`src/rtl/multicycle_controller_pkg.sv`:
```
// Shared definitions for the multicycle controller: FSM state encoding,
// datapath select encodings, instruction field codes and the condition
// evaluator used by the cond_logic block.
package multicycle_controller_pkg;

  // FSM states. The numeric encoding is visible on the State debug output.
  typedef enum logic [3:0] {
    FETCH  = 4'd0,
    DECODE = 4'd1,
    MEMADR = 4'd2,
    MEMRD  = 4'd3,
    MEMWB  = 4'd4,
    MEMWR  = 4'd5,
    EXECR  = 4'd6,
    EXECI  = 4'd7,
    ALUWB  = 4'd8,
    BRANCH = 4'd9
  } stateT;

  // ALUControl encodings
  localparam logic [1:0] ALU_ADD = 2'b00;
  localparam logic [1:0] ALU_SUB = 2'b01;
  localparam logic [1:0] ALU_EOR = 2'b10;
  localparam logic [1:0] ALU_AND = 2'b11;

  // ResultSrc encodings
  localparam logic [1:0] RES_ALUOUT    = 2'b00;
  localparam logic [1:0] RES_DATA      = 2'b01;
  localparam logic [1:0] RES_ALURESULT = 2'b10;

  // ALUSrcB encodings
  localparam logic [1:0] SRCB_RD2    = 2'b00;
  localparam logic [1:0] SRCB_EXTIMM = 2'b01;
  localparam logic [1:0] SRCB_FOUR   = 2'b10;

  // Instruction op field
  localparam logic [1:0] OP_DP    = 2'b00;
  localparam logic [1:0] OP_MEM   = 2'b01;
  localparam logic [1:0] OP_BR    = 2'b10;
  localparam logic [1:0] OP_UNDEF = 2'b11;

  // Data-processing cmd field (funct[4:1])
  localparam logic [3:0] CMD_AND = 4'b0000;
  localparam logic [3:0] CMD_EOR = 4'b0001;
  localparam logic [3:0] CMD_SUB = 4'b0010;
  localparam logic [3:0] CMD_ADD = 4'b0100;
  localparam logic [3:0] CMD_CMP = 4'b1010;

  // Condition field codes
  localparam logic [3:0] COND_EQ = 4'b0000;
  localparam logic [3:0] COND_NE = 4'b0001;
  localparam logic [3:0] COND_CS = 4'b0010;
  localparam logic [3:0] COND_CC = 4'b0011;
  localparam logic [3:0] COND_MI = 4'b0100;
  localparam logic [3:0] COND_PL = 4'b0101;
  localparam logic [3:0] COND_VS = 4'b0110;
  localparam logic [3:0] COND_VC = 4'b0111;
  localparam logic [3:0] COND_HI = 4'b1000;
  localparam logic [3:0] COND_LS = 4'b1001;
  localparam logic [3:0] COND_GE = 4'b1010;
  localparam logic [3:0] COND_LT = 4'b1011;
  localparam logic [3:0] COND_GT = 4'b1100;
  localparam logic [3:0] COND_LE = 4'b1101;
  localparam logic [3:0] COND_AL = 4'b1110;
  localparam logic [3:0] COND_NV = 4'b1111;

  // Evaluate an ARM condition code against flags {N,Z,C,V}.
  // The reserved code 1111 never executes.
  function automatic logic condHolds(input logic [3:0] cond, input logic [3:0] flags);
    logic n, z, c, v, result;
    n = flags[3];
    z = flags[2];
    c = flags[1];
    v = flags[0];
    case (cond)
      COND_EQ: result = z;
      COND_NE: result = ~z;
      COND_CS: result = c;
      COND_CC: result = ~c;
      COND_MI: result = n;
      COND_PL: result = ~n;
      COND_VS: result = v;
      COND_VC: result = ~v;
      COND_HI: result = c & ~z;
      COND_LS: result = ~c | z;
      COND_GE: result = (n == v);
      COND_LT: result = (n != v);
      COND_GT: result = ~z & (n == v);
      COND_LE: result = z | (n != v);
      COND_AL: result = 1'b1;
      COND_NV: result = 1'b0;
      default: result = 1'b0;
    endcase
    return result;
  endfunction

endpackage

```
`src/rtl/multicycle_controller_if.sv`:
```
// Bus between the multicycle controller and its datapath.
//   Instr      : instruction bits [31:12] (cond, op, funct, Rn, Rd)
//   ALUFlags   : {N,Z,C,V} from the ALU
//   PCWrite .. ALUControl : datapath enables and selects
//   State      : current controller state (debug)
// The slave modport is the controller; the master modport is the datapath.
interface multicycle_controller_if;

  logic [19:0] Instr;
  logic [3:0]  ALUFlags;
  logic        PCWrite;
  logic        AdrSrc;
  logic        MemWrite;
  logic        IRWrite;
  logic        RegWrite;
  logic [1:0]  ResultSrc;
  logic        ALUSrcA;
  logic [1:0]  ALUSrcB;
  logic [1:0]  RegSrc;
  logic [1:0]  ImmSrc;
  logic [1:0]  ALUControl;
  logic [3:0]  State;

  modport master (
    output Instr, ALUFlags,
    input  PCWrite, AdrSrc, MemWrite, IRWrite, RegWrite, ResultSrc,
    input  ALUSrcA, ALUSrcB, RegSrc, ImmSrc, ALUControl, State
  );

  modport slave (
    input  Instr, ALUFlags,
    output PCWrite, AdrSrc, MemWrite, IRWrite, RegWrite, ResultSrc,
    output ALUSrcA, ALUSrcB, RegSrc, ImmSrc, ALUControl, State
  );

endinterface

```
`src/rtl/multicycle_controller_cond_logic.sv`:
```
// Conditional-execution block: stored {N,Z,C,V} flags, the per-instruction
// CondEx bit and the condition evaluator.
//   clk, reset   : clock, asynchronous active-low reset
//   cond         : instruction condition field
//   aluFlags     : live ALU flags
//   condExLoad   : capture CondEx at the end of DECODE
//   condExClear  : drop CondEx at the end of FETCH
//   flagWe       : [1] update N,Z  [0] update C,V (already qualified by S)
//   condEx       : registered condition result for the current instruction
//   flags        : stored flags
module cond_logic
  import multicycle_controller_pkg::*;
(
  input  logic       clk,
  input  logic       reset,
  input  logic [3:0] cond,
  input  logic [3:0] aluFlags,
  input  logic       condExLoad,
  input  logic       condExClear,
  input  logic [1:0] flagWe,
  output logic       condEx,
  output logic [3:0] flags
);

  // CondEx is sampled once from the flags as they stand before the
  // instruction, so a flag update later in the same instruction cannot
  // change its own execution decision.
  always_ff @(posedge clk or negedge reset) begin
    if (!reset) begin
      condEx <= 1'b0;
    end else if (condExLoad) begin
      condEx <= condHolds(cond, flags);
    end else if (condExClear) begin
      condEx <= 1'b0;
    end else begin
      condEx <= condEx;
    end
  end

  // Flags only change for an executed instruction; N/Z and C/V have
  // separate enables because logical ops keep the carry and overflow.
  always_ff @(posedge clk or negedge reset) begin
    if (!reset) begin
      flags <= 4'b0000;
    end else begin
      if (condEx && flagWe[1]) begin
        flags[3:2] <= aluFlags[3:2];
      end else begin
        flags[3:2] <= flags[3:2];
      end
      if (condEx && flagWe[0]) begin
        flags[1:0] <= aluFlags[1:0];
      end else begin
        flags[1:0] <= flags[1:0];
      end
    end
  end

endmodule

```
`src/rtl/multicycle_controller.sv`:
```
// Multicycle ARM-subset controller: main FSM, data-processing decoder and
// output generation, with conditional execution delegated to cond_logic.
//   clk   : rising-edge clock
//   reset : asynchronous active-low reset
//   bus   : slave side of multicycle_controller_if (Instr/ALUFlags in,
//           datapath enables/selects and debug State out)
module multicycle_controller
  import multicycle_controller_pkg::*;
(
  input  logic                   clk,
  input  logic                   reset,
  multicycle_controller_if.slave bus
);

  stateT      state;
  stateT      nextState;

  logic [3:0] cond;
  logic [1:0] op;
  logic [5:0] funct;
  logic [3:0] rd;
  logic [3:0] cmd;
  logic       unusedRn;

  logic [1:0] decAluControl;
  logic       noWrite;
  logic       nzUpd;
  logic       cvUpd;
  logic       sBit;
  logic [1:0] flagWe;
  logic       condEx;
  logic [3:0] storedFlags;

  logic       pcWrite;
  logic       adrSrc;
  logic       memWrite;
  logic       irWrite;
  logic       regWrite;
  logic [1:0] resultSrc;
  logic       aluSrcA;
  logic [1:0] aluSrcB;
  logic [1:0] aluControl;

  assign cond     = bus.Instr[19:16];
  assign op       = bus.Instr[15:14];
  assign funct    = bus.Instr[13:8];
  assign rd       = bus.Instr[3:0];
  assign cmd      = funct[4:1];
  assign unusedRn = ^bus.Instr[7:4];

  // Data-processing decode. Unknown commands run as ADD but never write
  // a register or the flags.
  always_comb begin
    decAluControl = ALU_ADD;
    noWrite       = 1'b0;
    nzUpd         = 1'b0;
    cvUpd         = 1'b0;
    case (cmd)
      CMD_ADD: begin decAluControl = ALU_ADD; nzUpd = 1'b1; cvUpd = 1'b1; end
      CMD_SUB: begin decAluControl = ALU_SUB; nzUpd = 1'b1; cvUpd = 1'b1; end
      CMD_EOR: begin decAluControl = ALU_EOR; nzUpd = 1'b1; end
      CMD_AND: begin decAluControl = ALU_AND; nzUpd = 1'b1; end
      CMD_CMP: begin decAluControl = ALU_SUB; nzUpd = 1'b1; cvUpd = 1'b1; noWrite = 1'b1; end
      default: begin decAluControl = ALU_ADD; noWrite = 1'b1; end
    endcase
  end

  // CMP always sets flags regardless of its S bit.
  assign sBit = funct[0] | (cmd == CMD_CMP);

  // Flag enables are only live in the execute states, so the update lands
  // on the EXECR/EXECI -> ALUWB edge.
  always_comb begin
    flagWe = 2'b00;
    if ((state == EXECR) || (state == EXECI)) begin
      flagWe = {nzUpd & sBit, cvUpd & sBit};
    end else begin
      flagWe = 2'b00;
    end
  end

  cond_logic uCondLogic (
    .clk         (clk),
    .reset       (reset),
    .cond        (cond),
    .aluFlags    (bus.ALUFlags),
    .condExLoad  (state == DECODE),
    .condExClear (state == FETCH),
    .flagWe      (flagWe),
    .condEx      (condEx),
    .flags       (storedFlags)
  );

  // State register
  always_ff @(posedge clk or negedge reset) begin
    if (!reset) begin
      state <= FETCH;
    end else begin
      state <= nextState;
    end
  end

  // Next-state logic
  always_comb begin
    nextState = FETCH;
    case (state)
      FETCH:  nextState = DECODE;
      DECODE: begin
        case (op)
          OP_MEM:   nextState = MEMADR;
          OP_DP:    nextState = funct[5] ? EXECI : EXECR;
          OP_BR:    nextState = BRANCH;
          OP_UNDEF: nextState = FETCH;
          default:  nextState = FETCH;
        endcase
      end
      MEMADR: nextState = funct[0] ? MEMRD : MEMWR;
      MEMRD:  nextState = MEMWB;
      EXECR:  nextState = ALUWB;
      EXECI:  nextState = ALUWB;
      MEMWB:  nextState = FETCH;
      MEMWR:  nextState = FETCH;
      ALUWB:  nextState = FETCH;
      BRANCH: nextState = FETCH;
      default: nextState = FETCH;
    endcase
  end

  // Per-state enables and selects (Moore, except for the CondEx gating)
  always_comb begin
    pcWrite    = 1'b0;
    adrSrc     = 1'b0;
    memWrite   = 1'b0;
    irWrite    = 1'b0;
    regWrite   = 1'b0;
    resultSrc  = RES_ALUOUT;
    aluSrcA    = 1'b0;
    aluSrcB    = SRCB_RD2;
    aluControl = ALU_ADD;
    case (state)
      FETCH: begin
        irWrite   = 1'b1;
        pcWrite   = 1'b1;
        aluSrcA   = 1'b1;
        aluSrcB   = SRCB_FOUR;
        resultSrc = RES_ALURESULT;
      end
      DECODE: begin
        aluSrcA   = 1'b1;
        aluSrcB   = SRCB_FOUR;
        resultSrc = RES_ALURESULT;
      end
      MEMADR: aluSrcB = SRCB_EXTIMM;
      MEMRD:  adrSrc  = 1'b1;
      MEMWB: begin
        resultSrc = RES_DATA;
        regWrite  = condEx;
      end
      MEMWR: begin
        adrSrc   = 1'b1;
        memWrite = condEx;
      end
      EXECR: begin
        aluSrcB    = SRCB_RD2;
        aluControl = decAluControl;
      end
      EXECI: begin
        aluSrcB    = SRCB_EXTIMM;
        aluControl = decAluControl;
      end
      ALUWB: begin
        regWrite = condEx & ~noWrite;
        pcWrite  = condEx & ~noWrite & (rd == 4'd15);
      end
      BRANCH: begin
        aluSrcB   = SRCB_EXTIMM;
        resultSrc = RES_ALURESULT;
        pcWrite   = condEx;
      end
      default: begin
        pcWrite = 1'b0;
      end
    endcase
  end

  // Everything is forced idle straight from the reset pin so that no
  // enable can glitch high during the reset cycle, even though FETCH
  // itself asserts PCWrite/IRWrite.
  assign bus.PCWrite    = reset & pcWrite;
  assign bus.AdrSrc     = reset & adrSrc;
  assign bus.MemWrite   = reset & memWrite;
  assign bus.IRWrite    = reset & irWrite;
  assign bus.RegWrite   = reset & regWrite;
  assign bus.ResultSrc  = reset ? resultSrc : RES_ALUOUT;
  assign bus.ALUSrcA    = reset & aluSrcA;
  assign bus.ALUSrcB    = reset ? aluSrcB : SRCB_RD2;
  assign bus.ALUControl = reset ? aluControl : ALU_ADD;
  assign bus.ImmSrc     = reset ? op : 2'b00;
  assign bus.RegSrc     = reset ? {op == OP_MEM, op == OP_BR} : 2'b00;
  assign bus.State      = state;

endmodule
```
`src/flat_wrapper.sv`:
```
// flat-port wrapper written by rule: the top's interface ports become plain ports
module multicycle_controller_flat import multicycle_controller_pkg::*;
  (clk, reset, bus_Instr, bus_ALUFlags, bus_PCWrite, bus_AdrSrc, bus_MemWrite, bus_IRWrite, bus_RegWrite, bus_ResultSrc, bus_ALUSrcA, bus_ALUSrcB, bus_RegSrc, bus_ImmSrc, bus_ALUControl, bus_State);
  multicycle_controller_if bus_i ();
  input  logic clk;
  input  logic reset;
  input wire logic [$bits(bus_i.Instr)-1:0] bus_Instr;
  input wire logic [$bits(bus_i.ALUFlags)-1:0] bus_ALUFlags;
  output wire logic [$bits(bus_i.PCWrite)-1:0] bus_PCWrite;
  output wire logic [$bits(bus_i.AdrSrc)-1:0] bus_AdrSrc;
  output wire logic [$bits(bus_i.MemWrite)-1:0] bus_MemWrite;
  output wire logic [$bits(bus_i.IRWrite)-1:0] bus_IRWrite;
  output wire logic [$bits(bus_i.RegWrite)-1:0] bus_RegWrite;
  output wire logic [$bits(bus_i.ResultSrc)-1:0] bus_ResultSrc;
  output wire logic [$bits(bus_i.ALUSrcA)-1:0] bus_ALUSrcA;
  output wire logic [$bits(bus_i.ALUSrcB)-1:0] bus_ALUSrcB;
  output wire logic [$bits(bus_i.RegSrc)-1:0] bus_RegSrc;
  output wire logic [$bits(bus_i.ImmSrc)-1:0] bus_ImmSrc;
  output wire logic [$bits(bus_i.ALUControl)-1:0] bus_ALUControl;
  output wire logic [$bits(bus_i.State)-1:0] bus_State;
  assign bus_i.Instr = bus_Instr;
  assign bus_i.ALUFlags = bus_ALUFlags;
  assign bus_PCWrite = bus_i.PCWrite;
  assign bus_AdrSrc = bus_i.AdrSrc;
  assign bus_MemWrite = bus_i.MemWrite;
  assign bus_IRWrite = bus_i.IRWrite;
  assign bus_RegWrite = bus_i.RegWrite;
  assign bus_ResultSrc = bus_i.ResultSrc;
  assign bus_ALUSrcA = bus_i.ALUSrcA;
  assign bus_ALUSrcB = bus_i.ALUSrcB;
  assign bus_RegSrc = bus_i.RegSrc;
  assign bus_ImmSrc = bus_i.ImmSrc;
  assign bus_ALUControl = bus_i.ALUControl;
  assign bus_State = bus_i.State;
  multicycle_controller u_core (.clk(clk), .reset(reset), .bus(bus_i));
endmodule
```
`config.mk`:
```
export PLATFORM = sky130hd
export DESIGN_NAME = multicycle_controller_flat
export DESIGN_NICKNAME = d
export VERILOG_FILES = /design/src/rtl/multicycle_controller_pkg.sv /design/src/rtl/multicycle_controller_if.sv /design/src/rtl/multicycle_controller_cond_logic.sv /design/src/rtl/multicycle_controller.sv /design/src/flat_wrapper.sv
export SDC_FILE = /design/constraint.sdc
export NUM_CORES = 1
export LEC_CHECK = 0
export CAP_MARGIN = 25
export CORE_MARGIN = 2
export CORE_UTILIZATION = 60
export CTS_CLUSTER_SIZE = 12
export DETAILED_ROUTE_END_ITERATION = 10
export DONT_BUFFER_PORTS = 1
export PLACE_DENSITY = 0.76
export SKIP_LAST_GASP = 1
export SLEW_MARGIN = 10
export SYNTH_ARGS = -nofsm -noshare
export SYNTH_HDL_FRONTEND = slang
export SYNTH_SLANG_ARGS = --single-unit
export TNS_END_PERCENT = 100
```
`constraint.sdc`:
```
create_clock -name clk -period 1.9 [get_ports clk]
set_clock_uncertainty 0.05 [all_clocks]
set_input_delay 0.285 -clock clk [delete_from_list [all_inputs] [get_ports clk]]
set_output_delay 0.285 -clock clk [all_outputs]
set_load 0.01 [all_outputs]
```
==> reports/metrics.sh, run 1 <==
SLEW_HEADROOM_PCT=72.2
YS.WARNINGS.COUNT=0
GRT_USAGE_PCT=24.1
ROUTE.DETAILED.VIAS_PER_INST=6.53
TIMING.REG2REG.SETUP_SLACK_PS=230
DP.CELLS=121
ANTENNA-DIODE-COUNT=0
PERIOD_NEEDED_PS=1950
CP.ARRIVAL_PS=1620
DESIGN.DIE.AREA_UM2=1670
VDD_DROP_MAX_uV=974
DIEHEIGHT_UM=40.8
TRANSITION_AT_THE_PIN_WITH_THE_SMALLEST_MAX_TRANSITION_SLACK_PS=415
TOTALNEGATIVESETUPSLACK_PS=-51.7
HOLD_PATH_END='u_core.uCondLogic.flags[2]$_DFFE_PN0P_'
WORST-PATH-MAX-FANOUT=2
ENDPOINT_KIND='output port'
SYNTH-ASYNC-RESET-RATIO_PCT=100
GRT_SETUP_UNREPAIRED='true'
RR_ENDPOINT='u_core.uCondLogic.flags[0]$_DFFE_PN0P_'
TIMING.FINAL.MAX_SLEW_VIOLATIONS=0
LEAKAGE_nW=0.378
LAYOUT.NETS=138
ROUTED_WL_UM=1900
LAYOUT_WORST_PATH_CYCLE_SHARE_PCT=103
VIOLATIONS='negative setup slack'
SYN-MEAN-INSTANCE-AREA_UM2=7.76
DESIGN.CORE.AREA_UM2=1280
TRITONCTS_NUM_SINKS=9
CTS_MAX_LEVEL=1
GRT_PASS1_WL_UM=2640
SETUP_VIOL_COUNT_FINAL=1
MAXCAPVIOLCOUNT=0
TIMING.CRITICAL_PATH.REQUIRED_PS=1560
SYNTH.MOST_COMMON_CELL='sky130_fd_sc_hd__nor2_1'
IO_PINS=46
FINAL_STANDARD_CELL_AREA_WITHOUT_FILLERS_UM2=933
FINAL-HOLD-VIOLATION-COUNT=0
NUMBER_OF_ENABLE_FLIP_FLOP_CELLS_AFTER_SYNTHESIS=0
GRT_PASS1_VIAS=643
FINAL_CORE_UTIL_PCT=72.6
POWER_DENSITY_nW_PER_UM2=1170
DPL.HPWL_UM=1430
SYNTHDISTINCTLIBCELLS=37
FINALWORSTSETUPSLACK_PS=-51.7
WHS_PATH_DEPTH=1
CRITICAL_HOLD_PATH_STARTPOINT='bus_ALUFlags[2]'
NUMBER_OF_INSTANCES_IN_THE_SYNTHESIZED_NETLIST=105
SYNTH.FF_LATCH_COUNT=9
CP-START-KIND='flip-flop'
GP_CONGESTION=0.896
CTS_BUFFERS=3
SYN_AREA_UM2=815
NUMBER_OF_DRC_MARKERS_IN_ITERATION_0=23
YOSYS-TOP-CELLS-AREA='sky130_fd_sc_hd__dfrtp_1 28%, sky130_fd_sc_hd__mux2_2 6.9%, sky130_fd_sc_hd__nor2_1 5.5%, sky130_fd_sc_hd__nand2b_1 4.6%, sky130_fd_sc_hd__a21oi_1 4.3%'
DR_TOTAL_VIAS=823
LARGEST_NET_DEGREE_AT_THE_START_OF_GLOBAL_ROUTING=11
CLOCK_INSERTION_DELAY_WORST_SKEW_PS=270
SYNTH_TOP_CELL_BY_AREA='sky130_fd_sc_hd__dfrtp_1'
DRIVE_ABOVE_1_SHARE_PCT=25.2
SYNTH_TOP_FLOP_CELL='sky130_fd_sc_hd__dfrtp_1'
DRT.ANTENNA.VIOLATING_NETS=0
CLK_PIN_SLEW_PS=60
RUN_STATUS='complete, but fails checks'
PATH_CLASS='reg2out'
WORST_CASE_REG_TO_REG_PATH_DEPTH=5
CORE.ROWCOUNT=13
TRITONCTS='built'
ANTENNA_FOUND_INITIAL=0
NETLIST_TOP_CELLS_COUNT='12 x sky130_fd_sc_hd__nor2_1, 9 x sky130_fd_sc_hd__dfrtp_1, 8 x sky130_fd_sc_hd__nand2_1, 7 x sky130_fd_sc_hd__a21oi_1'
HOLDCRITPATHCLASS='in2reg'
POST-SYNTH-TOP-AREA-FRACTION_PCT=27.6
AREA_OVERHEAD_OF_THE_LAYOUT_RELATIVE_TO_SYNTHESIS_PCT=14.6
ROUTE.DETAILED.DRC=0
DR.PASS1.ITERS=4
POST-CTS-SETUP-BUFFERS=0
POSTPLACECELLAREA_UM2=851
REG2REG_FROM='u_core.bus.State[3]$_DFF_PN0_'
FILLER_CELL_COUNT=108
MAX_CLK_RATE_MHz=512
STARTING_DENSITY_OF_THE_CORE_PCT=63.4
SEQ_AREA_FRAC_SYNTH_PCT=27.6
DIE_WIDTH_UM=40.8
FINAL_CELL_COUNT_NO_FILL=126
GLOBAL_ROUTE.OVERFLOW_TOTAL=0
BUFFER_PORTS.INSERTED=0
ROUTEDWLPERCELL_UM=15.1
CTS_ROOT_BUF='sky130_fd_sc_hd__clkbuf_4'
CTS_MAX_PATH_BUFFERS=2
SYN_NETS=131
## cells in the final DEF, fill, tap and decap left out, drive strengths merged
master,instances
mux2,5
dlygate4sd3,1
xor2,1
inv,3
nand2b,6
clkbuf,4
maj3,1
or2,3
o211a,1
nor3,6
dfrtp,9
nor4,1
o21bai,1
a31oi,2
xnor2,3
a211oi,2
nand4,1
or3,1
nand2,8
nor4b,3
a21oi,7
nand3,1
a22oi,1
o21ai,8
a21o,1
o31ai,1
a2bb2oi,1
nand4b,2
mux2i,1
and2,3
nor2b,4
nor2,12
a41oi,1
and2b,1
buf,5
## worst max-delay path, cell delays in order, from the launching register on
cell and delay [ps]:
sky130_fd_sc_hd__dfrtp_1 390, sky130_fd_sc_hd__nand2b_4 150, sky130_fd_sc_hd__or3_4 370, sky130_fd_sc_hd__o21ai_2 120
sky130_fd_sc_hd__nand4b_1 120, sky130_fd_sc_hd__a21oi_2 200
## area by class of cell
cell class                 instances  area [µm²]  area share [%]
timing repair buffer               6        47.5            5.09
clock buffer                       4        26.3            2.82
sequential                         9         225            24.1
multi-input combinational         89         604            64.7
tap                               15        18.8            2.01
inverter                           3        11.3            1.21
## kinds of logic (layout without fill, tap and decap cells)
kind of cell | count (synthesis) | count (layout) | share of synthesized area, %
AO/OA/AOI/OAI | 26 | 26 | 20.3
multiplexers | 6 | 6 | 8.14
AND/OR/NAND/NOR | 52 | 52 | 34.4
buffers and inverters | 7 | 13 | 3.84
adder cells (fa/ha/maj) | 1 | 1 | 1.38
flip-flops | 9 | 9 | 27.7
XOR/XNOR | 4 | 4 | 4.30
## power breakdown
group	leakage, nW	switching (mW)	total (mW)	internal (mW)
clock network	0.0150	0.0729	0.154	0.0813
logic	0.244	0.353	0.620	0.266
registers	0.119	0.0704	0.321	0.251
total	0.378	0.496	1.09	0.598
## timing repair
action / in CTS / in global routing
pin swaps: 3 / 1
setup endpoints to repair: 1 / 7
hold buffers: 1 / 0
endpoints found under the hold margin: 9 / 0
gates resized for setup: 4 / 6
## flip-flops by register name, summed over array words and instances, names as in the netlist
| register | count |
|---|---|
| u_core.bus.State | 4 |
| u_core.uCondLogic.flags | 4 |
| u_core.uCondLogic.condEx | 1 |
## how the worst max path moves through the flow
stage                                   from     endpoint  depth (start not counted)
3_3_place_gp                   bus_Instr[11]  bus_PCWrite                          5
6_report       u_core.bus.State[2]$_DFF_PN0_  bus_PCWrite                          5
2_1_floorplan  u_core.bus.State[2]$_DFF_PN0_  bus_PCWrite                          6
5_1_grt        u_core.bus.State[2]$_DFF_PN0_  bus_PCWrite                          5
4_1_cts        u_core.bus.State[2]$_DFF_PN0_  bus_PCWrite                          5
3_5_place_dp                   bus_Instr[11]  bus_PCWrite                          5
## metrics by stage
step           hold WS (ps)  power, mW  setup WS (ps)
2_1_floorplan         -60.6      0.763           14.8
3_3_place_gp          -60.3      0.872            141
3_5_place_dp          -60.1      0.885            132
4_1_cts                 115       1.07          -32.7
5_1_grt                 118       1.18           -119
6_report                116       1.09          -51.7
## metal layers
metal / routed length [µm] / track usage (%) / vias to the layer above
met2: 906 / 38.7 / 39
li1: - / - / 392
met3: 165 / 2.72 / 2
met1: 806 / 33.6 / 390
met4: 21 / 7.50 / 0
met5: 0 / 0 / -
Note: power is estimated with default switching activity, not from simulation.
==> run 2, diff against run 1 <==
- CORE_MARGIN: 2 -> 4
- TNS_END_PERCENT: 100 -> not set
==> run 2 against run 1 <==
The flow still finishes with violations (negative setup slack). Sequential share of layout area up 0.50 points. Sequential power is 5% higher. Sequential cell count did not move. Global-route usage shrank 3.6 points. Critical path depth stayed put. Core utilization is 0.68 points lower. Cell area is 0.94% lower. Fmax up 0.67%. Die area grew 21%. Setup slack better by 13 ps. Combinational power is essentially flat. Critical endpoint unchanged.
==> reports/metrics.sh, run 2 (synthesized netlist as in run 1, its figures left out) <==
RUN_STATUS='complete, but fails checks'  # unchanged
VIOLATIONS='negative setup slack'  # unchanged
CTS_BUFFERS=3  # unchanged
PERIOD_NEEDED_PS=1940  # was 1950 ps
CP-START-KIND='flip-flop'  # unchanged
TIMING.REG2REG.SETUP_SLACK_PS=320  # was 230 ps
IO_PINS=46  # unchanged
POWER.COMBINATIONAL.FRACTION_PCT=56.3  # was 56.6%
CTS_MAX_PATH_BUFFERS=2  # unchanged
LARGEST_NET_DEGREE_AT_THE_START_OF_GLOBAL_ROUTING=11  # unchanged
GLOBAL_ROUTE.OVERFLOW_TOTAL=0  # unchanged
MAXCAPVIOLCOUNT=0  # unchanged
GRT_USAGE_PCT=20.5  # was 24.1%
CORE.ROWCOUNT=13  # unchanged
DRIVE_ABOVE_1_SHARE_PCT=25.0  # was 25.2%
FINALWORSTSETUPSLACK_PS=-38.7  # was -51.7 ps
AREA_OVERHEAD_OF_THE_LAYOUT_RELATIVE_TO_SYNTHESIS_PCT=13.5  # was 14.6%
SLEW_HEADROOM_PCT=72.2  # about the same
DRT.ANTENNA.VIOLATING_NETS=0  # unchanged
GRT_PASS1_WL_UM=3110  # was 2640 µm
GP_CONGESTION=0.841  # was 0.896
WHS_PATH_DEPTH=1  # unchanged
TIMING.CRITICAL_PATH.REQUIRED_PS=1560  # about the same
LEAKAGE_nW=0.378  # about the same
TRITONCTS='built'  # unchanged
POWER.SHARE.SEQUENTIAL_PCT=30.5  # was 29.3%
ANTENNA_FOUND_INITIAL=0  # unchanged
ROUTEDWLPERCELL_UM=16.1  # was 15.1 µm
NUMBER_OF_DRC_MARKERS_IN_ITERATION_0=21  # was 23
HOLDCRITPATHCLASS='in2reg'  # unchanged
CLK_PIN_SLEW_PS=60  # about the same
REG2REG_FROM='u_core.bus.State[3]$_DFF_PN0_'  # unchanged
RR_ENDPOINT='u_core.uCondLogic.flags[1]$_DFFE_PN0P_'  # was u_core.uCondLogic.flags[0]$_DFFE_PN0P_
SETUP_VIOL_COUNT_FINAL=1  # unchanged
ENDPOINT_KIND='output port'  # unchanged
DESIGN.DIE.AREA_UM2=2010  # was 1670 µm²
DIE_WIDTH_UM=44.8  # was 40.8 µm
CP.ARRIVAL_PS=1600  # was 1620 ps
CTS_ROOT_BUF='sky130_fd_sc_hd__clkbuf_4'  # unchanged
TIMING.FINAL.MAX_SLEW_VIOLATIONS=0  # unchanged
PWR-SHARE-CLK_PCT=13.2  # was 14.1%
TOTALNEGATIVESETUPSLACK_PS=-38.7  # was -51.7 ps
ROUTED_WL_UM=2050  # was 1900 µm
FINAL_CORE_UTIL_PCT=72.0  # was 72.6%
GRT_SETUP_UNREPAIRED='true'  # unchanged
DR.PASS1.ITERS=4  # unchanged
WORST_CASE_REG_TO_REG_PATH_DEPTH=4  # was 5
LAYOUT_COMMON_CELLS='11 x sky130_fd_sc_hd__nor2_1, 8 x sky130_fd_sc_hd__nand2_1, 7 x sky130_fd_sc_hd__dfrtp_1'  # was 11 x sky130_fd_sc_hd__nor2_1, 9 x sky130_fd_sc_hd__dfrtp_1, 8 x sky130_fd_sc_hd__nand2_1, 6 x sky130_fd_sc_hd__o21ai_0, 6 x sky130_fd_sc_hd__a21oi_1
WORST-PATH-MAX-FANOUT=2  # unchanged
LAYOUT.NETS=139  # was 138
SW_FRAC_OF_TOTAL_PCT=45.3  # about the same
CRITICAL_HOLD_PATH_STARTPOINT='bus_ALUFlags[0]'  # was bus_ALUFlags[2]
CTS_MAX_LEVEL=1  # unchanged
ANTENNA-DIODE-COUNT=0  # unchanged
LAYOUT_WORST_PATH_CYCLE_SHARE_PCT=102  # was 103%
VDD_DROP_MAX_uV=1030  # was 974 µV
FINAL_CELL_COUNT_NO_FILL=127  # was 126
FINAL_COMMON_CELL='sky130_fd_sc_hd__nor2_1'  # unchanged
BUFFER_PORTS.INSERTED=0  # unchanged
ROUTE.DETAILED.VIAS_PER_INST=6.33  # was 6.53
GRT_PASS1_VIAS=777  # was 643
DPL.HPWL_UM=1550  # was 1430 µm
DESIGN.CORE.AREA_UM2=1280  # unchanged
ROUTE.DETAILED.DRC=0  # unchanged
SWITCHING_POWER_uW=499  # was 496 µW
POST-LAYOUT-TOTAL-POWER_mW=1.10  # was 1.09 mW
DR_TOTAL_VIAS=804  # was 823
TRANSITION_AT_THE_PIN_WITH_THE_SMALLEST_MAX_TRANSITION_SLACK_PS=416  # was 415 ps
POWER_DENSITY_nW_PER_UM2=1190  # was 1170 nW/µm²
DP.CELLS=121  # unchanged
MAX_CLK_RATE_MHz=516  # was 512 MHz
FILLER_CELL_COUNT=108  # unchanged
POWER_REPORT.INTERNAL_TOTAL_uW=602  # was 598 µW
STARTING_DENSITY_OF_THE_CORE_PCT=63.4  # unchanged
HOLD_PATH_END='u_core.uCondLogic.flags[0]$_DFFE_PN0P_'  # was u_core.uCondLogic.flags[2]$_DFFE_PN0P_
CLOCK_INSERTION_DELAY_WORST_SKEW_PS=250  # was 270 ps
TRITONCTS_NUM_SINKS=9  # unchanged
FINAL-HOLD-VIOLATION-COUNT=0  # unchanged
PATH_CLASS='reg2out'  # unchanged
DIEHEIGHT_UM=44.8  # was 40.8 µm
## run 2: changes by cell type in the layout (fill, tap and decap cells not counted)
cell	delta
sky130_fd_sc_hd__dfrtp_2	+2
sky130_fd_sc_hd__nor2b_2	-1
sky130_fd_sc_hd__clkinv_2	+1
sky130_fd_sc_hd__dfrtp_1	-2
sky130_fd_sc_hd__a21oi_2	+1
sky130_fd_sc_hd__clkbuf_1	-1
sky130_fd_sc_hd__nor3_1	+3
sky130_fd_sc_hd__a21oi_1	-1
sky130_fd_sc_hd__nor3_2	-3
sky130_fd_sc_hd__nor2b_1	+1
sky130_fd_sc_hd__nor4b_2	-1
sky130_fd_sc_hd__buf_4	+1
sky130_fd_sc_hd__nor4b_1	+1
## run 2: how the worst max path moves through the flow
stage                             startpoint           to  slack, ps  cells after the start
6_report       u_core.bus.State[2]$_DFF_PN0_  bus_PCWrite        -40                      5
3_3_place_gp                   bus_Instr[11]  bus_PCWrite        140                      5
3_5_place_dp                   bus_Instr[11]  bus_PCWrite        150                      5
5_1_grt        u_core.bus.State[2]$_DFF_PN0_  bus_PCWrite       -110                      5
4_1_cts        u_core.bus.State[2]$_DFF_PN0_  bus_PCWrite        -30                      5
2_1_floorplan  u_core.bus.State[2]$_DFF_PN0_  bus_PCWrite         10                      6
## run 2: through the flow
stage / hold WS, ps / setup slack, ps / instance area [µm²]
final: 129 / -38.7 / 925
after global routing: 111 / -113 / 925
after CTS: 127 / -30.5 / 917
after detailed placement: -60.1 / 148 / 851
after global placement: -60.2 / 138 / 851
after floorplan: -60.6 / 14.8 / 815
## run 2: area by class of cell
type / instances / area [µm²] / area share [%]
Clock buffer: 3 / 22.5 / 2.44
Clock inverter: 1 / 5.00 / 0.541
Inverter: 3 / 11.3 / 1.22
Multi-Input combinational cell: 89 / 584 / 63.2
Sequential cell: 9 / 228 / 24.6
Tap cell: 15 / 18.8 / 2.03
Timing Repair Buffer: 7 / 55.1 / 5.95
## run 2: per-layer routing
| layer | global-route usage [%] | vias to the layer above | wire, µm |
|---|---|---|---|
| met5 | 0 | - | 0 |
| met4 | 4.09 | 0 | 12 |
| li1 | - | 389 | - |
| met1 | 24.7 | 386 | 816 |
| met2 | 36.7 | 27 | 1070 |
| met3 | 5.18 | 2 | 152 |
## run 2: repair_timing
action                                  4_1_cts  5_1_grt
gates resized for setup                       5        3
endpoints found under the setup margin        1        5
hold endpoints to repair                      9        0
pin swaps                                     4        1
hold buffers                                  1        0
cloned                                        0        0
setup buffers                                 1        0
## run 2: power groups by stage
stage,Clock [mW],Combinational (mW),Sequential [mW]
after floorplan,0,0.432,0.332
after global placement,0,0.546,0.326
after detailed placement,0,0.565,0.327
after CTS,0.147,0.608,0.330
after global routing,0.160,0.682,0.345
final,0.146,0.620,0.336
## run 2: critical path: stages, from the launching register on
cell and delay (ps):
sky130_fd_sc_hd__dfrtp_1 390, sky130_fd_sc_hd__nand2b_4 150, sky130_fd_sc_hd__or3_4 390, sky130_fd_sc_hd__o21ai_2 110
sky130_fd_sc_hd__nand4b_1 120, sky130_fd_sc_hd__a21oi_2 200
==> run 3, diff against run 2 <==
- ABC_AREA: not set -> 1
- clock period: 1.9 -> 2.3 ns (I/O delays scaled with it)
==> run 3 against run 2 <==
The run now ends clean. Register-to-register slack improved by 560 ps. Hold slack got worse by 6.3 ps. Area after synthesis up 4.1%. Setup slack gained 310 ps. Cell area shrank 3.1%. Clock power is 18% lower. Count of clock-buffer cells in the layout grew 1. Sequential share of layout area is 0.51 points higher. Largest cell class unchanged.
==> reports/metrics.sh, run 3 <==
SYNTH.MOST_COMMON_CELL='sky130_fd_sc_hd__nand2_1'  # was sky130_fd_sc_hd__nor2_1
POWER_REPORT.INTERNAL_TOTAL_uW=390  # was 602 µW
SYNTH_COMPOUND_AREA_SHARE_PCT=14.3  # was 20.3%
POWER_DENSITY_nW_PER_UM2=893  # was 1190 nW/µm²
PWR-SHARE-CLK_PCT=15.0  # was 13.2%
SYNTH_TOP_CELL_BY_AREA='sky130_fd_sc_hd__dfrtp_1'  # unchanged
SWITCHING_POWER_uW=411  # was 499 µW
NUMBER_OF_DRC_MARKERS_IN_ITERATION_0=16  # was 21
FINALWORSTSETUPSLACK_PS=268  # was -38.7 ps
GRT_PASS1_VIAS=823  # was 777
DESIGN.CORE.AREA_UM2=1320  # was 1280 µm²
YS.WARNINGS.COUNT=0  # unchanged
GP_CONGESTION=0.923  # was 0.841
HOLDCRITPATHCLASS='in2reg'  # unchanged
CP.ARRIVAL_PS=1640  # was 1600 ps
POST_SYNTH_XOR_AREA_FRACTION_PCT=0  # was 4.30%
IO_PINS=46  # unchanged
FINAL-HOLD-VIOLATION-COUNT=0  # unchanged
VDD_DROP_MAX_uV=656  # was 1030 µV
LAYOUT_WORST_PATH_CYCLE_SHARE_PCT=88.3
SYNTH.FF_LATCH_COUNT=9  # unchanged
CTS_MAX_PATH_BUFFERS=2  # unchanged
TRITONCTS='built'  # unchanged
TOTALNEGATIVESETUPSLACK_PS=0  # was -38.7 ps
GRT_SETUP_UNREPAIRED='false'  # was true
SEQ_AREA_FRAC_SYNTH_PCT=26.5  # was 27.6%
ROUTEDWLPERCELL_UM=12.5  # was 16.1 µm
DRT.ANTENNA.VIOLATING_NETS=0  # unchanged
TIMING.CRITICAL_PATH.REQUIRED_PS=1900  # was 1560 ps
ANTENNA_FOUND_INITIAL=0  # unchanged
POSTPLACECELLAREA_UM2=860  # was 851 µm²
GLOBAL_ROUTE.OVERFLOW_TOTAL=0  # unchanged
SYN_NETS=173  # was 131
CP-START-KIND='flip-flop'  # unchanged
PERIOD_NEEDED_PS=2030
SYNTH_TOP_FLOP_CELL='sky130_fd_sc_hd__dfrtp_1'  # unchanged
CTS_MAX_LEVEL=1  # unchanged
LEAKAGE_nW=0.481  # was 0.378 nW
TRANSITION_AT_THE_PIN_WITH_THE_SMALLEST_MAX_TRANSITION_SLACK_PS=444  # was 416 ps
FINAL_CELL_COUNT_NO_FILL=166  # was 127
MAX_CLK_RATE_MHz=492
TIMING.FINAL.MAX_SLEW_VIOLATIONS=0  # unchanged
FINAL_COMMON_CELL='sky130_fd_sc_hd__nand2_1'  # was sky130_fd_sc_hd__nor2_1
WHS_PATH_DEPTH=1  # unchanged
FINAL_STANDARD_CELL_AREA_WITHOUT_FILLERS_UM2=896  # was 925 µm²
DPL.HPWL_UM=1710  # was 1550 µm
ROUTED_WL_UM=2080  # was 2050 µm
SYNTH_ADDER_AREA_SHARE_PCT=0  # was 1.38%
CLK_PIN_SLEW_PS=60  # about the same
CTS_ROOT_BUF='sky130_fd_sc_hd__clkbuf_4'  # unchanged
DP.CELLS=161  # was 121
PATH_CLASS='reg2out'  # unchanged
ENDPOINT_KIND='output port'  # unchanged
MAXCAPVIOLCOUNT=0  # unchanged
LAYOUT.NETS=178  # was 139
POST-CTS-SETUP-BUFFERS=0  # was 1
SETUP_VIOL_COUNT_FINAL=0  # was 1
GRT_USAGE_PCT=23.0  # was 20.5%
ROUTE.DETAILED.DRC=0  # unchanged
DOMINANT_COMBINATIONAL_CELL_FAMILY_BY_AREA_AFTER_SYNTHESIS='simple AND/OR/NAND/NOR gates'  # unchanged
RUN_STATUS='finished clean'  # was complete, but fails checks
SYNTH.AREA.MUX_SHARE_PCT=0  # was 8.14%
DIE_WIDTH_UM=45.6  # was 44.8 µm
POWER.SHARE.SEQUENTIAL_PCT=36.3  # was 30.5%
CTS_BUFFERS=3  # unchanged
CLOCK_INSERTION_DELAY_WORST_SKEW_PS=250  # about the same
NUMBER_OF_INSTANCES_IN_THE_SYNTHESIZED_NETLIST=147  # was 105
WORST-PATH-MAX-FANOUT=4  # was 2
BUFFER_PORTS.INSERTED=0  # unchanged
SYNTHDISTINCTLIBCELLS=22  # was 37
POST-LAYOUT-TOTAL-POWER_uW=800  # was 1.10 mW
POWER.COMBINATIONAL.FRACTION_PCT=48.7  # was 56.3%
CORE.ROWCOUNT=13  # unchanged
SLEW_HEADROOM_PCT=70.2  # was 72.2%
POST-SYNTH-TOP-AREA-FRACTION_PCT=26.5  # was 27.6%
STARTING_DENSITY_OF_THE_CORE_PCT=64.4  # was 63.4%
ROUTE.DETAILED.VIAS_PER_INST=5.57  # was 6.33
SYN_AREA_UM2=848  # was 815 µm²
DR_TOTAL_VIAS=925  # was 804
YOSYS-TOP-CELLS-AREA='sky130_fd_sc_hd__dfrtp_1 27%, sky130_fd_sc_hd__nand2_1 18%, sky130_fd_sc_hd__inv_1 12%, sky130_fd_sc_hd__nor2_1 8.4%, sky130_fd_sc_hd__nand3_1 7.1%'  # was sky130_fd_sc_hd__dfrtp_1 28%, sky130_fd_sc_hd__mux2_2 6.9%, sky130_fd_sc_hd__nor2_1 5.5%, sky130_fd_sc_hd__nand2b_1 4.6%, sky130_fd_sc_hd__a21oi_1 4.3%
DRIVE_ABOVE_1_SHARE_PCT=8.61  # was 25.0%
SW_FRAC_OF_TOTAL_PCT=51.3  # was 45.3%
GRT_PASS1_WL_UM=3550  # was 3110 µm
SYNTH-ASYNC-RESET-RATIO_PCT=100  # unchanged
DR.PASS1.ITERS=4  # unchanged
ANTENNA-DIODE-COUNT=0  # unchanged
NUMBER_OF_ENABLE_FLIP_FLOP_CELLS_AFTER_SYNTHESIS=0  # unchanged
SYNTHSIMPLEGATEAREAFRAC_PCT=44.5  # was 34.4%
LARGEST_NET_DEGREE_AT_THE_START_OF_GLOBAL_ROUTING=10  # was 11
DETAILEDPLACE.WORSTSLACK_PS=561  # was 148 ps
DIEHEIGHT_UM=45.6  # was 44.8 µm
NETLIST_TOP_CELLS_COUNT='41 x sky130_fd_sc_hd__nand2_1, 27 x sky130_fd_sc_hd__inv_1, 19 x sky130_fd_sc_hd__nor2_1, 12 x sky130_fd_sc_hd__nand3_1, 9 x sky130_fd_sc_hd__dfrtp_1'  # was 12 x sky130_fd_sc_hd__nor2_1, 9 x sky130_fd_sc_hd__dfrtp_1, 8 x sky130_fd_sc_hd__nand2_1, 7 x sky130_fd_sc_hd__a21oi_1
AREA_OVERHEAD_OF_THE_LAYOUT_RELATIVE_TO_SYNTHESIS_PCT=5.60  # was 13.5%
WORST_CASE_REG_TO_REG_PATH_DEPTH=5  # was 4
LAYOUT_COMMON_CELLS='41 x sky130_fd_sc_hd__nand2_1, 27 x sky130_fd_sc_hd__inv_1, 19 x sky130_fd_sc_hd__nor2_1, 12 x sky130_fd_sc_hd__nand3_1, 9 x sky130_fd_sc_hd__dfrtp_1'  # was 11 x sky130_fd_sc_hd__nor2_1, 8 x sky130_fd_sc_hd__nand2_1, 7 x sky130_fd_sc_hd__dfrtp_1
TRITONCTS_NUM_SINKS=9  # unchanged
SYN-MEAN-INSTANCE-AREA_UM2=5.77  # was 7.76 µm²
DESIGN.DIE.AREA_UM2=2080  # was 2010 µm²
-- run 3: cell count changes after synthesis, moves of 4 or more --
cell,previous run,this run
sky130_fd_sc_hd__nor2b_1,4,0
sky130_fd_sc_hd__a21oi_1,7,3
sky130_fd_sc_hd__inv_1,3,27
sky130_fd_sc_hd__nor2_1,12,19
sky130_fd_sc_hd__nand2b_1,6,0
sky130_fd_sc_hd__inv_2,0,4
sky130_fd_sc_hd__nand3_1,1,12
sky130_fd_sc_hd__nand2_1,8,41
sky130_fd_sc_hd__mux2_2,5,0
-- run 3: worst paths after layout --
path / from / endpoint / slack [ps]
min in group asynchronous: reset / u_core.uCondLogic.condEx$_DFFE_PN0N_ / 410
min reg2reg: u_core.uCondLogic.flags[1]$_DFFE_PN0P_ / u_core.uCondLogic.flags[1]$_DFFE_PN0P_ / 500
max reg2reg: u_core.bus.State[2]$_DFF_PN0_ / u_core.bus.State[3]$_DFF_PN0_ / 880
max: u_core.bus.State[3]$_DFF_PN0_ / bus_RegWrite / 270
min: bus_Instr[14] / u_core.bus.State[3]$_DFF_PN0_ / 120
max in group asynchronous: reset / u_core.bus.State[3]$_DFF_PN0_ / 1490
-- run 3: worst max-delay path, cell delays in order, from the launching register on --
cell                      delay, ps
sky130_fd_sc_hd__dfrtp_1        430
sky130_fd_sc_hd__inv_1          140
sky130_fd_sc_hd__nand2_1        120
sky130_fd_sc_hd__nor3_1         410
sky130_fd_sc_hd__nand2_1         90
sky130_fd_sc_hd__o21ai_0        190
-- run 3: through the flow --
step                utilization [%]  hold WS [ps]
floorplan                         -        -0.591
global placement               65.2        -0.160
detailed placement             65.2       -0.0122
CTS                            68.0           120
global route                   68.0           111
finish                         68.0           122
-- run 3: layout make-up --
| class | count | area, µm² |
|---|---|---|
| clock buffers | 4 | 26.3 |
| repair buffers | 1 | 10.0 |
| inverters | 31 | 116 |
| fillers | 126 | 422 |
| flip-flops and latches | 9 | 225 |
| multi-input cells | 106 | 499 |
| well taps | 15 | 18.8 |
-- run 3: logic make-up after synthesis --
family	after synthesis
AOI/OAI and AO/OA	20
buffers and inverters	32
DFF	9
and+or+nand+nor	86
-- run 3: power groups by stage --
stage	sequential (mW)	clock, mW	combinational [mW]
finish	0.291	0.120	0.389
global route	0.302	0.130	0.442
CTS	0.290	0.120	0.388
detailed placement	0.293	0	0.382
global placement	0.292	0	0.371
floorplan	0.277	0	0.332
-- run 3: metal layers --
| layer | vias up | GRT usage [%] | share of wire [%] |
|---|---|---|---|
| met1 | 418 | 32.0 | 45 |
| met3 | 2 | 6.32 | 8.0 |
| met4 | 0 | 3.51 | 0.38 |
| met2 | 32 | 35.9 | 46 |
| li1 | 473 | - | - |
| met5 | - | 0 | 0 |
-- run 3: repair_timing --
action                                 in CTS  in global routing
hold buffers                                1                  0
resized for setup                           0                  0
endpoints found under the hold margin       9                  0
